==> src/rtl/dense_neuron_seq.sv <==
// ---------------------------------------------------------------------------
// dense_neuron_seq
//   Sequencer and post-processing stage wrapped around one external Q8.8
//   dense-layer MAC cell. It accepts a stream of (x, w) pairs for one neuron
//   and registers them into the MAC operand ports. The running sum is fed back
//   through the MAC sum port, and the MAC result is accumulated. When the
//   stream is done, the neuron bias is added with saturation, an optional ReLU
//   is applied, and one result per neuron is emitted.
//
// Handshake rule (both sides): a transfer happens on a rising clk edge where
//   valid and ready are both high. A producer holds valid and its data stable
//   until that transfer. ready never depends combinationally on valid.
//
// Ports
//   clk, rst_n        clock (rising edge), asynchronous active-low reset
//   start_i           begin a neuron; sampled only in IDLE
//   len_i, bias_i     pair count and Q8.8 bias, latched on start
//   in_valid_i/in_ready_o, in_x_i, in_w_i   upstream (x, w) pair stream
//   mac_input_o, mac_w_o                    registered MAC operands
//   mac_sum_o                               accumulator, fed back to the MAC
//   mac_output_i                            MAC result (sum + registered product)
//   out_valid_o/out_ready_i, out_data_o     downstream neuron result
//   busy_o            high in every state except IDLE
//   dbg_state_o       current FSM state, for observation only
//
// Parameters
//   LEN_W    width of len_i; at most 2**LEN_W-1 pairs per neuron
//   RELU_EN  1: negative results clamp to 0; 0: pass the signed result
// ---------------------------------------------------------------------------
module dense_neuron_seq #(
  parameter int LEN_W   = 8,
  parameter bit RELU_EN = 1'b1
) (
  input  logic             clk,
  input  logic             rst_n,
  input  logic             start_i,
  input  logic [LEN_W-1:0] len_i,
  input  logic [15:0]      bias_i,
  input  logic             in_valid_i,
  output logic             in_ready_o,
  input  logic [15:0]      in_x_i,
  input  logic [15:0]      in_w_i,
  output logic [15:0]      mac_input_o,
  output logic [15:0]      mac_w_o,
  output logic [15:0]      mac_sum_o,
  input  logic [15:0]      mac_output_i,
  output logic             out_valid_o,
  input  logic             out_ready_i,
  output logic [15:0]      out_data_o,
  output logic             busy_o,
  output logic [2:0]       dbg_state_o
);

  typedef enum logic [2:0] {
    S_IDLE  = 3'd0,
    S_ACC   = 3'd1,
    S_DRAIN = 3'd2,
    S_BIAS  = 3'd3,
    S_OUT   = 3'd4
  } state_t;

  state_t             state_q, state_d;
  logic [LEN_W-1:0]   len_q;
  logic [LEN_W-1:0]   cnt_q;
  logic [15:0]        bias_q;
  logic [15:0]        acc_q;
  logic               v1_q, v2_q;
  logic [15:0]        mac_in_q, mac_w_q;
  logic               out_valid_q;
  logic [15:0]        out_data_q;

  logic               in_ready;
  logic               in_hs;
  logic               start_hs;
  logic signed [16:0] sum_s;
  logic [15:0]        post_res;

  assign start_hs = (state_q == S_IDLE) && start_i;
  assign in_hs    = in_valid_i && in_ready;

  // ---------------- FSM: next state and handshake outputs ----------------
  always_comb begin
    state_d  = state_q;
    in_ready = 1'b0;
    case (state_q)
      S_IDLE: begin
        if (start_i) begin
          state_d = (len_i == '0) ? S_DRAIN : S_ACC;
        end
      end
      S_ACC: begin
        in_ready = (cnt_q < len_q);
        // Leave on the accept of the last pair, so ready is already low in
        // the cycle where cnt reaches len.
        if (in_valid_i && in_ready && (cnt_q == len_q - 1'b1)) begin
          state_d = S_DRAIN;
        end else if (cnt_q >= len_q) begin
          state_d = S_DRAIN;
        end
      end
      S_DRAIN: begin
        // Once v1 is low, no new product can arrive. Any pending v2 commits
        // into acc at this edge, so BIAS sees the final sum with v1=v2=0.
        if (!v1_q) begin
          state_d = S_BIAS;
        end
      end
      S_BIAS: begin
        state_d = S_OUT;
      end
      S_OUT: begin
        if (out_ready_i) begin
          state_d = S_IDLE;
        end
      end
      default: begin
        state_d = S_IDLE;
      end
    endcase
  end

  always_ff @(posedge clk or negedge rst_n) begin
    if (!rst_n) begin
      state_q <= S_IDLE;
    end else begin
      state_q <= state_d;
    end
  end

  // ---------------- bias add with saturation, optional ReLU ----------------
  assign sum_s = {acc_q[15], acc_q} + {bias_q[15], bias_q};

  always_comb begin
    post_res = sum_s[15:0];
    if (sum_s > 17'sd32767) begin
      post_res = 16'h7FFF;
    end else if (sum_s < -17'sd32768) begin
      post_res = 16'h8000;
    end
    if (RELU_EN && post_res[15]) begin
      post_res = 16'h0000;
    end
  end

  // ---------------- datapath registers ----------------
  always_ff @(posedge clk or negedge rst_n) begin
    if (!rst_n) begin
      len_q       <= '0;
      bias_q      <= '0;
      cnt_q       <= '0;
      acc_q       <= '0;
      v1_q        <= 1'b0;
      v2_q        <= 1'b0;
      mac_in_q    <= '0;
      mac_w_q     <= '0;
      out_valid_q <= 1'b0;
      out_data_q  <= '0;
    end else begin
      // Operand stage: zero operands and a cleared v1 on every non-accept
      // cycle, so bubbles feed nothing into the MAC.
      if (in_hs) begin
        mac_in_q <= in_x_i;
        mac_w_q  <= in_w_i;
        v1_q     <= 1'b1;
        cnt_q    <= cnt_q + 1'b1;
      end else begin
        mac_in_q <= '0;
        mac_w_q  <= '0;
        v1_q     <= 1'b0;
      end

      // v2 marks the cycle where mac_output_i carries a product that belongs
      // to this neuron. Without it, acc would pick up stale MAC contents.
      v2_q <= v1_q;

      if (start_hs) begin
        len_q  <= len_i;
        bias_q <= bias_i;
        cnt_q  <= '0;
        acc_q  <= '0;
      end else if (v2_q) begin
        acc_q <= mac_output_i;
      end

      if (state_q == S_BIAS) begin
        out_data_q  <= post_res;
        out_valid_q <= 1'b1;
      end else if ((state_q == S_OUT) && out_ready_i) begin
        out_valid_q <= 1'b0;
      end
    end
  end

  assign in_ready_o  = in_ready;
  assign mac_input_o = mac_in_q;
  assign mac_w_o     = mac_w_q;
  assign mac_sum_o   = acc_q;
  assign out_valid_o = out_valid_q;
  assign out_data_o  = out_data_q;
  assign busy_o      = (state_q != S_IDLE);
  assign dbg_state_o = state_q;

endmodule

==> config.mk <==
export PLATFORM = sky130hd
export DESIGN_NAME = dense_neuron_seq
export DESIGN_NICKNAME = d
export VERILOG_FILES = /design/src/rtl/dense_neuron_seq.sv
export SDC_FILE = /design/constraint.sdc
export NUM_CORES = 1
export LEC_CHECK = 0
export CORE_UTILIZATION = 25
export DETAILED_ROUTE_END_ITERATION = 16
export PLACE_DENSITY_LB_ADDON = 0.3
export RECOVER_POWER = 25
export REMOVE_ABC_BUFFERS = 1
export SKIP_CTS_REPAIR_TIMING = 1
export SLEW_MARGIN = 10
export SYNTH_ARGS = -nofsm -noshare
export SYNTH_HDL_FRONTEND = slang
export SYNTH_SLANG_ARGS = --single-unit
export TNS_END_PERCENT = 100
==> constraint.sdc <==
create_clock -name clk -period 3 [get_ports clk]
set_input_delay 0.45 -clock clk [delete_from_list [all_inputs] [get_ports clk]]
set_output_delay 0.45 -clock clk [all_outputs]
set_load 0.01 [all_outputs]
==> results_dict.tcl <==
set metrics [dict create \
    ys_types 65 \
    placed_cells 862 \
    numCtsBuffers 9 \
    cts.sink_count 101 \
    cp-start-kind "flop" \
    gr-total-overflow 0 \
    synth_edf_count 0 \
    irDropWorstVdd_mv 0.272 \
    synth_seq_area_share_pct 49.5 \
    io_pins 147 \
    synth_top_cell_by_area "dfrtp_1" \
    crit_fanout 6 \
    drc 0 \
    grt_pass1_vias 4132 \
    leakagePower_nw 3.04 \
    cpPeakStageDelay_ps 540 \
    power_density_mw_per_mm2 938 \
    postSynthAreaPerCell_sq_um 10.9 \
    num_vias 3901 \
    antenna_found_initial 0 \
    maxSlewHeadroom_pct 9.90 \
    setup_slack_ps 164 \
    synthArstFlopShare_pct 100 \
    core_sq_mm 0.0197 \
    synth_most_common_cell "dfrtp_1" \
    min_period_over_period_pct 94.5 \
    wirelength_um 12800 \
    wl_per_cell_um 14.6 \
    max_cap_violations 0 \
    diodes 0 \
    cts.htree.levels 3 \
    grt_max_degree 53 \
    yosys_register_bits 101 \
    ys_top_cells_by_count "dfrtp_1, nor2_1, and2_1" \
    fin_cells 877 \
    dieArea_sq_mm 0.0210 \
    antenna_left 0 \
    synth_ff_type "dfrtp_1" \
    nNetsFinal 712 \
    synth_cells 467 \
    yosys_warnings 0 \
    place.gp.congestion 0.905 \
    drt_iter0_drc 109 \
    period_needed_ps 2840 \
    fin_skew_ps 4.27 \
    cts.path.max_buffers 2 \
    endpoint_kind "output port" \
    synth_top_area_share_pct 49.5 \
    fill_cells 1937 \
    pre_cts_slack_ps 206 \
    netlist_area_sq_mm 0.00510 \
    path_clk_slew_ps 60 \
    drive_gt1_share_pct 11.8 \
    track_usage_pct 13.1 \
    portBuffers 145 \
    drtPass1Iterations 4 \
    status "completed" \
    areaGrowthSynthToFinish_pct 39.5 \
    crit_chain "ha_1, nor2b_1, o211ai_1, a31oi_2, nor2_2, clkdlybuf4s50_1" \
    die_y_um 145 \
    critical_path_class "reg2out" \
    num_rows 51 \
    post-dp-hpwl_um 9810 \
    setup_violations 0 \
    hp-class "in2async" \
    tightest_slew_ps 1350 \
    worstSkewPairLatency_ps 350 \
    path_delay_family "buffers and inverters" \
    synth_area_leaders "dfrtp_1, ha_1, and2_1, mux2_2, mux2i_1" \
    cts_tree "yes" \
    crit_slowest_cell "clkdlybuf4s50_1" \
    path_buf_inv 1 \
    routed_via_density 4.45 \
    hold_viol 0 \
    arrival_ps 2390 \
    cts-root-buf "clkbuf_16" \
    die_w_um 145 \
    required_ps 2550 \
    clock.fmax_mhz 353 \
    slew_viol_final 0 \
    grt_pass1_wl_um 20900 \
    initial_core_util_pct 25.9 \
]
[power breakdown]
group          internal, mW  total [mW]  leakage (nW)  switching, mW
clock network         0.578        1.08         0.127          0.499
registers              1.82        2.19          1.29          0.363
logic                  1.75        3.41          1.62           1.67
[per-layer routing]
| layer | vias to the layer above | share of wire, % | track usage (%) |
|---|---|---|---|
| met1 | 1859 | 44 | 15.4 |
| met3 | 16 | 5.1 | 3.46 |
| li1 | 1927 | - | - |
| met5 | - | 0 | 0 |
| met4 | 0 | 1.5 | 4.32 |
| met2 | 99 | 49 | 23.0 |
[worst paths after layout]
check | startpoint | slack (ps) | cells past startpoint | endpoint
worst max-delay path | cnt_q[1]$_DFFE_PN0P_ | 160 | 6 | in_ready_o
worst min-delay path | rst_n | 390 | 1 | out_data_o[0]$_DFFE_PN0P_
worst max register to register | mac_sum_o[0]$_DFFE_PN0P_ | 220 | 9 | out_data_o[2]$_DFFE_PN0P_
worst min register to register | v1_q$_DFF_PN0_ | 390 | 0 | v2_q$_DFF_PN0_
max in group asynchronous | rst_n | 680 | 2 | bias_q[1]$_DFFE_PN0P_
min in group clk | v1_q$_DFF_PN0_ | 390 | 0 | v2_q$_DFF_PN0_
[registers in the layout, indices dropped and copies added, names as in the netlist]
register and count:
bias_q 16, cnt_q 8, dbg_state_o 3, len_q 8, mac_input_o 16, mac_sum_o 16, mac_w_o 16, out_data_o 15
out_valid_o 1, v1_q 1, v2_q 1
[per-stage QoR]
stage | utilization, % | total power [mW] | hold WS [ps] | cell area, sq um | setup TNS, ps
floorplan | - | 4.34 | 154 | 4990 | -11950
global placement | 34.8 | 5.59 | 375 | 6860 | 0
detailed placement | 34.8 | 5.64 | 387 | 6860 | 0
CTS | 36.1 | 6.77 | 173 | 7120 | 0
global route | 36.1 | 7.24 | 418 | 7120 | -18.4
finish | 36.1 | 6.68 | 392 | 7120 | 0
[final cells by class]
class	instances	area [sq um]	area share, %
clock inverters	4	25.0	0.352
inverters	21	78.8	1.11
repair buffers	153	1500	21.1
well taps	265	332	4.66
multi-input cells	322	2410	33.8
clock buffers	11	243	3.41
flip-flops and latches	101	2530	35.5
[kinds of logic (layout without fill, tap and decap cells)]
group	count (synthesis)	count (layout)	share of synthesized area [%]
xor gates and xnor gates	20	20	3.43
buffers and inverters	44	189	3.63
AOI/OAI and AO/OA	94	94	14.0
adders and majority gates	27	27	6.77
and+or+nand+nor	141	141	14.3
other	1	1	0.0735
muxes	39	39	8.17
DFF	101	101	49.5
[layout by cell type, fill, tap and decap left out, types with 3 or more instances in the layout]
cell type,n
clkdlybuf4s50_1,144
dfrtp_1,101
and2_1,35
nor2_1,35
nand2_1,29
ha_1,26
inv_1,21
a21oi_1,20
o21ai_0,20
mux2i_1,20
mux2_2,18
xnor2_1,16
o221a_2,10
clkbuf_16,9
buf_4,7
nand4_1,6
nand3_1,5
o221a_1,5
nor2b_1,4
nor4_1,4
a31oi_1,4
xor2_1,4
a21o_1,3
and3_1,3
nor3_1,3
a211oi_1,3
o31ai_1,3
No activity file was read; power rests on OpenSTA's default activity.
